--- src/rtl/host_ctrl.sv ---
// Host/test-control slave on the data-memory bus: captures the program's tohost
// completion write, reports pass/fail with an exit code and runs a cycle watchdog.
module host_ctrl #(
    parameter logic [31:0] host_addr = 32'h80001000,
    parameter logic [31:0] timeout   = 32'd1000
) (
    input  logic        clock,
    input  logic        reset,
    input  logic        mem_valid,
    input  logic        mem_instr,
    input  logic [31:0] mem_addr,
    input  logic [31:0] mem_wdata,
    input  logic [3:0]  mem_wstrb,
    output logic [31:0] mem_rdata,
    output logic        mem_ready,
    output logic        host_done,
    output logic        host_pass,
    output logic [30:0] host_code,
    output logic        host_timeout
);

    // Bus handshake: the master raises mem_valid and holds address, data and
    // strobes stable until it samples mem_ready=1 on a rising edge. The slave
    // accepts in IDLE, raises mem_ready for exactly the following cycle (RESP)
    // and never accepts while in RESP, so the held request is not taken twice.
    typedef enum logic {
        IDLE = 1'b0,
        RESP = 1'b1
    } state_t;

    localparam logic [1:0] REG_TOHOST = 2'd0;
    localparam logic [1:0] REG_STATUS = 2'd1;
    localparam logic [1:0] REG_CYCLE  = 2'd2;

    state_t      state;
    logic [1:0]  reg_q;
    logic [31:0] wdata_q;
    logic [3:0]  wstrb_q;
    logic [31:0] tohost_q;
    logic [31:0] cycle_q;

    logic sel;
    logic tohost_wr;
    logic complete;
    logic wd_fire;
    logic count_en;

    assign sel = mem_valid & ~mem_instr & (mem_addr[31:4] == host_addr[31:4]);

    always_comb begin
        tohost_wr = (state == RESP) && (reg_q == REG_TOHOST) && (wstrb_q == 4'b1111);
        complete  = tohost_wr && wdata_q[0] && !host_done;
        wd_fire   = (timeout != 32'd0) && (cycle_q == timeout - 32'd1) && !host_done;
        count_en  = !host_done && !host_timeout && (cycle_q != 32'hFFFFFFFF);
    end

    always_ff @(posedge clock) begin
        if (reset) begin
            state        <= IDLE;
            reg_q        <= 2'd0;
            wdata_q      <= 32'd0;
            wstrb_q      <= 4'd0;
            tohost_q     <= 32'd0;
            cycle_q      <= 32'd0;
            mem_ready    <= 1'b0;
            host_done    <= 1'b0;
            host_pass    <= 1'b0;
            host_code    <= 31'd0;
            host_timeout <= 1'b0;
        end else begin
            if (count_en) begin
                cycle_q <= cycle_q + 32'd1;
            end

            // A completing write on the expiry edge takes precedence over the watchdog.
            if (wd_fire && !complete) begin
                host_timeout <= 1'b1;
            end

            case (state)
                IDLE: begin
                    mem_ready <= 1'b0;
                    if (sel) begin
                        reg_q     <= mem_addr[3:2];
                        wdata_q   <= mem_wdata;
                        wstrb_q   <= mem_wstrb;
                        mem_ready <= 1'b1;
                        state     <= RESP;
                    end
                end
                RESP: begin
                    mem_ready <= 1'b0;
                    state     <= IDLE;
                    if (tohost_wr) begin
                        tohost_q <= wdata_q;
                    end
                    if (complete) begin
                        host_done <= 1'b1;
                        host_code <= wdata_q[31:1];
                        host_pass <= (wdata_q[31:1] == 31'd0);
                    end
                end
                default: begin
                    mem_ready <= 1'b0;
                    state     <= IDLE;
                end
            endcase
        end
    end

    // Read data reflects register contents during the acknowledge cycle of a read.
    always_comb begin
        mem_rdata = 32'd0;
        if (mem_ready && (wstrb_q == 4'd0)) begin
            case (reg_q)
                REG_TOHOST: mem_rdata = tohost_q;
                REG_STATUS: mem_rdata = {28'd0, host_timeout, host_pass, host_done, 1'b1};
                REG_CYCLE:  mem_rdata = cycle_q;
                default:    mem_rdata = 32'd0;
            endcase
        end
    end

endmodule

--- config.mk ---
export PLATFORM = sky130hd
export DESIGN_NAME = host_ctrl
export DESIGN_NICKNAME = d
export VERILOG_FILES = /design/src/rtl/host_ctrl.sv
export SDC_FILE = /design/constraint.sdc
export NUM_CORES = 1
export LEC_CHECK = 0
export BUFFER_PORTS_ARGS = -buffer_cell sky130_fd_sc_hd__buf_4
export CORE_MARGIN = 2
export CORE_UTILIZATION = 54
export DETAILED_ROUTE_END_ITERATION = 10
export GPL_TIMING_DRIVEN = 0
export PLACE_DENSITY_LB_ADDON = 0.05
export SLEW_MARGIN = 30
export SYNTH_ARGS = -nofsm -noshare
export SYNTH_HDL_FRONTEND = slang
export SYNTH_SLANG_ARGS = --single-unit
--- constraint.sdc ---
create_clock -name clock -period 2.8 [get_ports clock]
set_clock_uncertainty 0.15 [all_clocks]
set_input_delay 0.14 -clock clock [delete_from_list [all_inputs] [get_ports clock]]
set_output_delay 0.14 -clock clock [all_outputs]
set_load 0.05 [all_outputs]
# Word level (Yosys, flattened, before mapping)
# Index checks and enable logic that the tools add are counted.
# W data, S select, Z words.
[op_classes] n_reduce_logical=18 eq_ne=6 addsub=1 n_mux=4 bitwise=4
[op_table] operator="$pmux W32 S3" count=1
[op_table] operator="$add A32 B1 Y32 const B" count=1
[op_table] operator="$eq A32 B10 Y1 const B" count=1
[op_table] operator="$mux W32" count=1
[op_table] operator="$ne A32 B32 Y1 const B" count=1
[op_table] operator="$logic_not A31 Y1" count=1
[op_table] operator="$eq A28 B28 Y1 const B" count=1
[op_table] operator="$logic_and A1 B1 Y1" count=9
[op_table] operator="$reduce_and A2 Y1" count=3
[op_table] operator="$eq A4 B4 Y1 const B" count=1
[op_table] operator="$logic_not A4 Y1" count=1
[op_table] operator="$logic_not A1 Y1" count=3
[op_table] operator="$and A1 B1 Y1" count=2
[op_table] operator="$eq A2 B1 Y1 const B" count=1
[op_table] operator="$eq A2 B2 Y1 const B" count=1
[op_table] operator="$logic_not A2 Y1" count=1
[op_table] operator="$not A1 Y1" count=2
[op_table] operator="$pmux W1 S2" count=1
[op_table] operator="$mux W1" count=1
[word_totals] output_inout_bits=67 elab_cells=43 input_bits=72 ff_bits=137

# Longest topological paths before layout
# Gate-level depths: netlist of the first run.
[depth] word_depth=7 ltp_mapped=8 mapped_depth_nobuf=6

# Worst setup path after synthesis of the first run
# No wires, ideal clock.
[synth_timing] path_type="register to register" from="reg host_done" to="reg cycle_q[31]" t_required_ns=2.580 synth_period_minus_slack_ns=2.565 setup_ns=0.070 slack_ns=0.235 n_path_buf=2 arrival_ns=2.345 stages_incl_launch_ff=7 path_cell_list="dfxtp_1 -> clkbuf_1 -> or4_4 -> or4_1 -> buf_2 -> or4_1 -> a21oi_1"
[synth_via] elab_chain_len=3
[synth_lines] item="start: declaration" line_no="16" source="output logic host_done,"
[synth_lines] item="start signal: assignment" line_no="66" source="host_done <= 1'b0;"
[synth_lines] item="start signal: assignment" line_no="98" source="host_done <= 1'b1;"
[synth_lines] item="$logic_not A1 Y1" line_no="54" source="count_en = !host_done && !host_timeout && (cycle_q != 32'hFFFFFFFF);"
[synth_lines] item="$logic_and A1 B1 Y1 (2 in a row)" line_no="54"
[synth_lines] item="end signal: assignment" line_no="72" source="cycle_q <= cycle_q + 32'd1;"
[synth_lines] item="end: declaration" line_no="40" source="logic [31:0] cycle_q;"
# No other way between the ends.
# A chain may end at the register's enable or synchronous reset.

# Worst setup path after layout of the first run
[layout_timing] from="reg wstrb_q[3]" to="out mem_rdata[19]"
[layout_via] elab_chain_len=3
[layout_lines] item="start: declaration" line_no="38" source="logic [3:0] wstrb_q;"
[layout_lines] item="start signal: assignment" line_no="86" source="wstrb_q <= mem_wstrb;"
[layout_lines] item="$logic_not A4 Y1" line_no="114" source="if (mem_ready && (wstrb_q == 4'd0)) begin"
[layout_lines] item="$logic_and A1 B1 Y1" line_no="114"
[layout_lines] item="$mux W32" line_no="114"
[layout_lines] item="end: declaration" line_no="14" source="output logic [31:0] mem_rdata,"
# No other way between the ends.

==> results of run 1 <==
-- cells by family (layout without fill, tap and decap cells) --
| family | Yosys count | after routing | synth area share, % |
|---|---|---|---|
| and+or+nand+nor | 358 | 358 | 27.8 |
| DFF | 137 | 137 | 44.8 |
| AOI/OAI and AO/OA | 119 | 119 | 10.5 |
| muxes | 73 | 73 | 12.0 |
| buffers and inverters | 55 | 271 | 3.95 |
| xor gates and xnor gates | 5 | 5 | 0.716 |
| adders and majority gates | 1 | 1 | 0.204 |
-- path summary, 6_finish.rpt --
kind	cells after the start	slack [ns]	to	from
min	2	0.31	host_code[30]	host_code[30]
max reg2reg	7	0.11	cycle_q[30]	cycle_q[0]
max	7	0.10	mem_rdata[19]	wstrb_q[3]
min reg2reg	2	0.31	host_code[30]	host_code[30]
-- final cells by class --
class                      instances  area [um2]  area share (%)
timing repair buffer             184        1500            17.8
multi-input combinational        556        3150            37.6
inverter                           1        3.75          0.0447
sequential                       137        2740            32.7
clock buffer                      18         429            5.11
buffer                            54         241            2.88
tap                              140         175            2.09
clock inverter                    14         156            1.86
-- critical path, delay by kind of cell (launching register included) --
| family | cells | cell delay (ns) |
|---|---|---|
| AND/OR/NAND/NOR | 4 | 0.93 |
| buffers and inverters | 3 | 0.72 |
| flip-flops | 1 | 0.33 |
-- per-stage QoR --
step                      TNS [ns]  setup slack, ns  utilization, %  hold WS, ns
final                            0            0.101            76.8        0.308
after global routing             0           0.0104            76.8        0.329
after CTS                        0           0.0148            76.7        0.307
after detailed placement    -0.329          -0.0717            66.9        0.235
after global placement      -0.273          -0.0738            66.9        0.227
after floorplan                  0            0.235               -        0.137
-- where the power goes --
group,internal (W),switching [W]
Clock,0.00133,0.000908
Combinational,0.000116,0.0000776
Sequential,0.00195,0.00000655
Total,0.00340,0.000992
-- state kept, by name (all words and copies together), names as in the netlist --
name / count
cycle_q: 32
tohost_q: 32
wdata_q: 32
host_code: 31
wstrb_q: 4
reg_q: 2
host_done: 1
host_pass: 1
host_timeout: 1
state: 1
-- cell usage after synthesis, types with 2 or more instances --
cell	count	area (um2)
o21ai_0	11	55.1
buf_6	2	22.5
nor4b_1	6	52.6
and4_1	5	43.8
o31ai_1	8	60.1
or2_2	2	12.5
nor3b_1	2	15.0
nor4_1	25	156
dfxtp_1	137	2740
nand3_1	15	75.1
mux2_2	3	33.8
buf_2	9	45.0
or3_1	9	56.3
xnor2_1	4	35.0
clkbuf_1	39	146
or3_2	3	22.5
mux2i_1	70	701
or4_1	10	75.1
and3_1	3	18.8
nand4_1	17	106
nand2_1	145	544
a21oi_1	92	460
nand2b_1	3	18.8
buf_1	2	7.51
and2_1	3	18.8
nor2_1	88	330
nor2b_1	6	37.5
nor3_1	8	40.0
-- metal layers --
metal	share of wire, %	up-vias	track usage [%]
li1	-	3029	-
met1	41	2955	38.9
met2	49	295	51.4
met3	7.4	41	4.99
met4	2.5	0	11.8
met5	0	-	0
-- repair_timing --
action | in CTS | in global routing
resized for setup | 1 | 8
setup buffers | 2 | 0
hold buffers | 46 | 0
endpoints found under the hold margin | 43 | 0
pin swaps | 0 | 1
setup endpoints to repair | 13 | 44
==> flow_metrics.tcl, run 1 <==
set metrics [dict create \
    dpl_cell_area_um2 7320 \
    ys_ff_latch 137 \
    placementRows 38 \
    viasPerCell 5.72 \
    crit_path_end_kind "output port" \
    grt_max_degree 17 \
    core_area_um2 10900 \
    async_flop_share_pct 0 \
    synth_flop_cell "dfxtp_1" \
    hold_path_class "reg -> reg" \
    post-route-period-util_pct 96.4 \
    worst_setup_path_start_kind "register" \
    required_ns 2.51 \
    hold_viol_final 0 \
    path_class "reg -> out" \
    fin_cells 1104 \
    synth_cells 748 \
    drt-wirelength-per-cell_um 17.0 \
    ir_drop_mv 0.350 \
    dp_hpwl_um 13100 \
    firstDrtPassIters 5 \
    diodes 0 \
    drive_above_1_share_pct 20.7 \
    die_h_um 110 \
    slew_violations 0 \
    grt_setup_unrepaired "no" \
    yosysWarningCount 0 \
    crit_chain "nor4_1, nand2_1, or2_2, clkbuf_1, clkbuf_2, nor2_1, buf_4" \
    vias 6320 \
    crit_slowest_cell "dfxtp_1" \
    syn-num-nets 821 \
    ioPinCount 139 \
    cts.sinks 137 \
    final_cell_mix "nand2_1, buf_4, dfxtp_1" \
    timing.fmax_mhz 371 \
    gp_congestion 0.985 \
    htreeDepth 4 \
    max_stage_delay_ns 0.33 \
    cts_made_buffers 17 \
    powerDensity_nw_per_um2 523 \
    cp_max_fo 10 \
    grt_pass1_vias 6132 \
    start_util_pct 55.9 \
    grt_usage_pct 30.4 \
    fin_nets 1024 \
    grt_pass1_wl_um 30300 \
    yosysSeqAreaShare_pct 44.8 \
    die-area_um2 12200 \
    portBuffers 136 \
    cts-root-buf "clkbuf_16" \
    tightest_slew_ns 0.802 \
    cp_data_arrival_time_ns 2.41 \
    path_clk_slew_ns 0.06 \
    insertion_delay_ns 0.42 \
    cts_tree "done" \
    yosysUniqueCellTypes 49 \
    die-width_um 110 \
    synth_edf_count 0 \
    final_common_cell "nand2_1" \
    syn_avg_cell_area_um2 8.18 \
    first_iter_violations 429 \
    area_growth_pct 37.3 \
    period_minus_slack_ns 2.70 \
    max-cap-violations 0 \
    outcome "finished clean" \
    design_area_um2 8400 \
    grt_antenna_before_repair 0 \
    cts_max_path_buffers 2 \
    gr-total-overflow 0 \
    drcViolationCount 0 \
    p_leak_nw 2.97 \
    wirelength_um 18800 \
    syn-cell-area_um2 6120 \
    postRouteAntennaNets 0 \
    n_fill_cell 798 \
    dp_cells 1024 \
    setup_violations 0 \
    max_slew_margin_pct 46.5 \
    p_total_w 0.00439 \
]
Note: power is estimated with default switching activity, not from simulation.
==> run 2, diff against run 1 <==
--- a/config.mk
+++ b/config.mk
@@ -6,6 +6,7 @@
 export NUM_CORES = 1
 export LEC_CHECK = 0
 export BUFFER_PORTS_ARGS = -buffer_cell sky130_fd_sc_hd__buf_4
+export CORE_ASPECT_RATIO = 0.7
 export CORE_MARGIN = 2
 export CORE_UTILIZATION = 54
 export DETAILED_ROUTE_END_ITERATION = 10
==> constraint.sdc (replaced) <==
create_clock -name clock -period 2.74 [get_ports clock]
set_clock_uncertainty 0.15 [all_clocks]
set_input_delay 0.137 -clock clock [delete_from_list [all_inputs] [get_ports clock]]
set_output_delay 0.137 -clock clock [all_outputs]
set_load 0.05 [all_outputs]
==> flow_metrics.tcl, run 2 (synthesized netlist as in run 1, its figures left out) <==
set metrics [dict create \
    outcome "finished clean" \
    cp_max_fo 6 \
    p_leak_nw 3.00 \
    cp_data_arrival_time_ns 2.85 \
    min-delay-start "host_code[11]" \
    crit_path_end_kind "register" \
    grt_usage_pct 33.3 \
    dp_hpwl_um 13900 \
    crit_start "cycle_q[0]" \
    final_common_cell "nand2_1" \
    path_class "reg -> reg" \
    viasPerCell 5.86 \
    die_h_um 93.1 \
    cts_tree "done" \
    worst_setup_path_start_kind "register" \
    grt_pass1_vias 6316 \
    postRouteAntennaNets 0 \
    first_iter_violations 751 \
    portBuffers 136 \
    wl_met1_um 8350 \
    period_minus_slack_ns 2.66 \
    firstDrtPassIters 6 \
    cts_max_path_buffers 2 \
    cts.sinks 137 \
    p_total_w 0.00470 \
    tightest_slew_ns 0.761 \
    required_ns 2.94 \
    drive_above_1_share_pct 21.4 \
    gp_congestion 0.986 \
    setup_violations 0 \
    grt_antenna_before_repair 0 \
    path_clk_slew_ns 0.06 \
    placementRows 32 \
    hold_path_class "reg -> reg" \
    wirelength_um 20400 \
    area_growth_pct 38.2 \
    post-route-period-util_pct 97.0 \
    start_util_pct 55.6 \
    hold_viol_final 0 \
    max_slew_margin_pct 48.9 \
    die-width_um 131 \
    wl_met2_um 9530 \
    timing.fmax_mhz 376 \
    drt-wirelength-per-cell_um 18.4 \
    ir_drop_mv 0.449 \
    grt_max_degree 17 \
    slew_violations 0 \
    ioPinCount 139 \
    cts-root-buf "clkbuf_16" \
    top_layer "met4" \
    insertion_delay_ns 0.42 \
    max-cap-violations 0 \
    drcViolationCount 0 \
    final_cell_mix "nand2_1, buf_4, dfxtp_1" \
    htreeDepth 4 \
    reg.largest.list "cycle_q x32, tohost_q x32, wdata_q x32" \
    grt_pass1_wl_um 31800 \
    core_area_um2 11000 \
    fin_util_pct 76.8 \
    die-area_um2 12200 \
    fin_nets 1020 \
    wl_met3_um 2120 \
    diodes 0 \
    gr-total-overflow 0 \
    cts_made_buffers 17 \
    vias 6519 \
    powerDensity_nw_per_um2 556 \
    grt_setup_unrepaired "yes" \
    rr_startpoint "cycle_q[0]" \
]
run 2: path summary, 6_finish.rpt:
check	end	slack, ns	cells after the start
setup / recovery	cycle_q[30]	0.08	7
hold / removal	host_code[11]	0.30	2
setup reg to reg	cycle_q[30]	0.08	7
hold reg to reg	host_code[11]	0.30	2
run 2: layer usage:
layer / GRT usage, % / up-vias
li1: - / 3015
met1: 42.1 / 3094
met2: 56.4 / 369
met3: 8.62 / 41
met4: 10.7 / 0
met5: 0 / -
run 2: metrics by stage:
stage               setup WS, ns  instances  setup TNS (ns)  area [um2]  hold WS [ns]
floorplan                  0.175        748               0        6120         0.134
global placement          -0.316       1037           -3.31        7330         0.221
detailed placement        -0.389       1037           -4.43        7340         0.227
CTS                      0.00367       1113               0        8440         0.290
global route             -0.0164       1113         -0.0588        8460         0.326
finish                    0.0832       1113               0        8460         0.304
run 2: worst max-delay path, stage by stage (launching register included):
cell and delay (ns):
dfxtp_1 0.44, ha_2 0.29, and4_2 0.22, buf_2 0.19, nand4_1 0.16, or3_1 0.49
or4_1 0.49, a21oi_1 0.14
run 2: report_power, final:
part	leakage [nW]	switching (W)	internal, W
clock network	0.315	0.000879	0.00162
logic	1.58	0.0000852	0.000117
registers	1.10	0.00000684	0.00200
total	3.00	0.000971	0.00373
run 2: timing repair:
action	in CTS	in global routing
endpoints found under the setup margin	15	68
endpoints found under the hold margin	42	0
pin swaps	2	1
hold buffers	42	0
buffers inserted	2	2
resized for setup	5	6
run 2: final cells by class:
cell class	instances	area [um2]
inverters	1	3.75
flip-flops and latches	137	2740
repair buffers	182	1470
fillers	788	2550
multi-input cells	556	3160
well taps	153	191
clock inverters	11	168
plain buffers	52	244
clock buffers	21	480
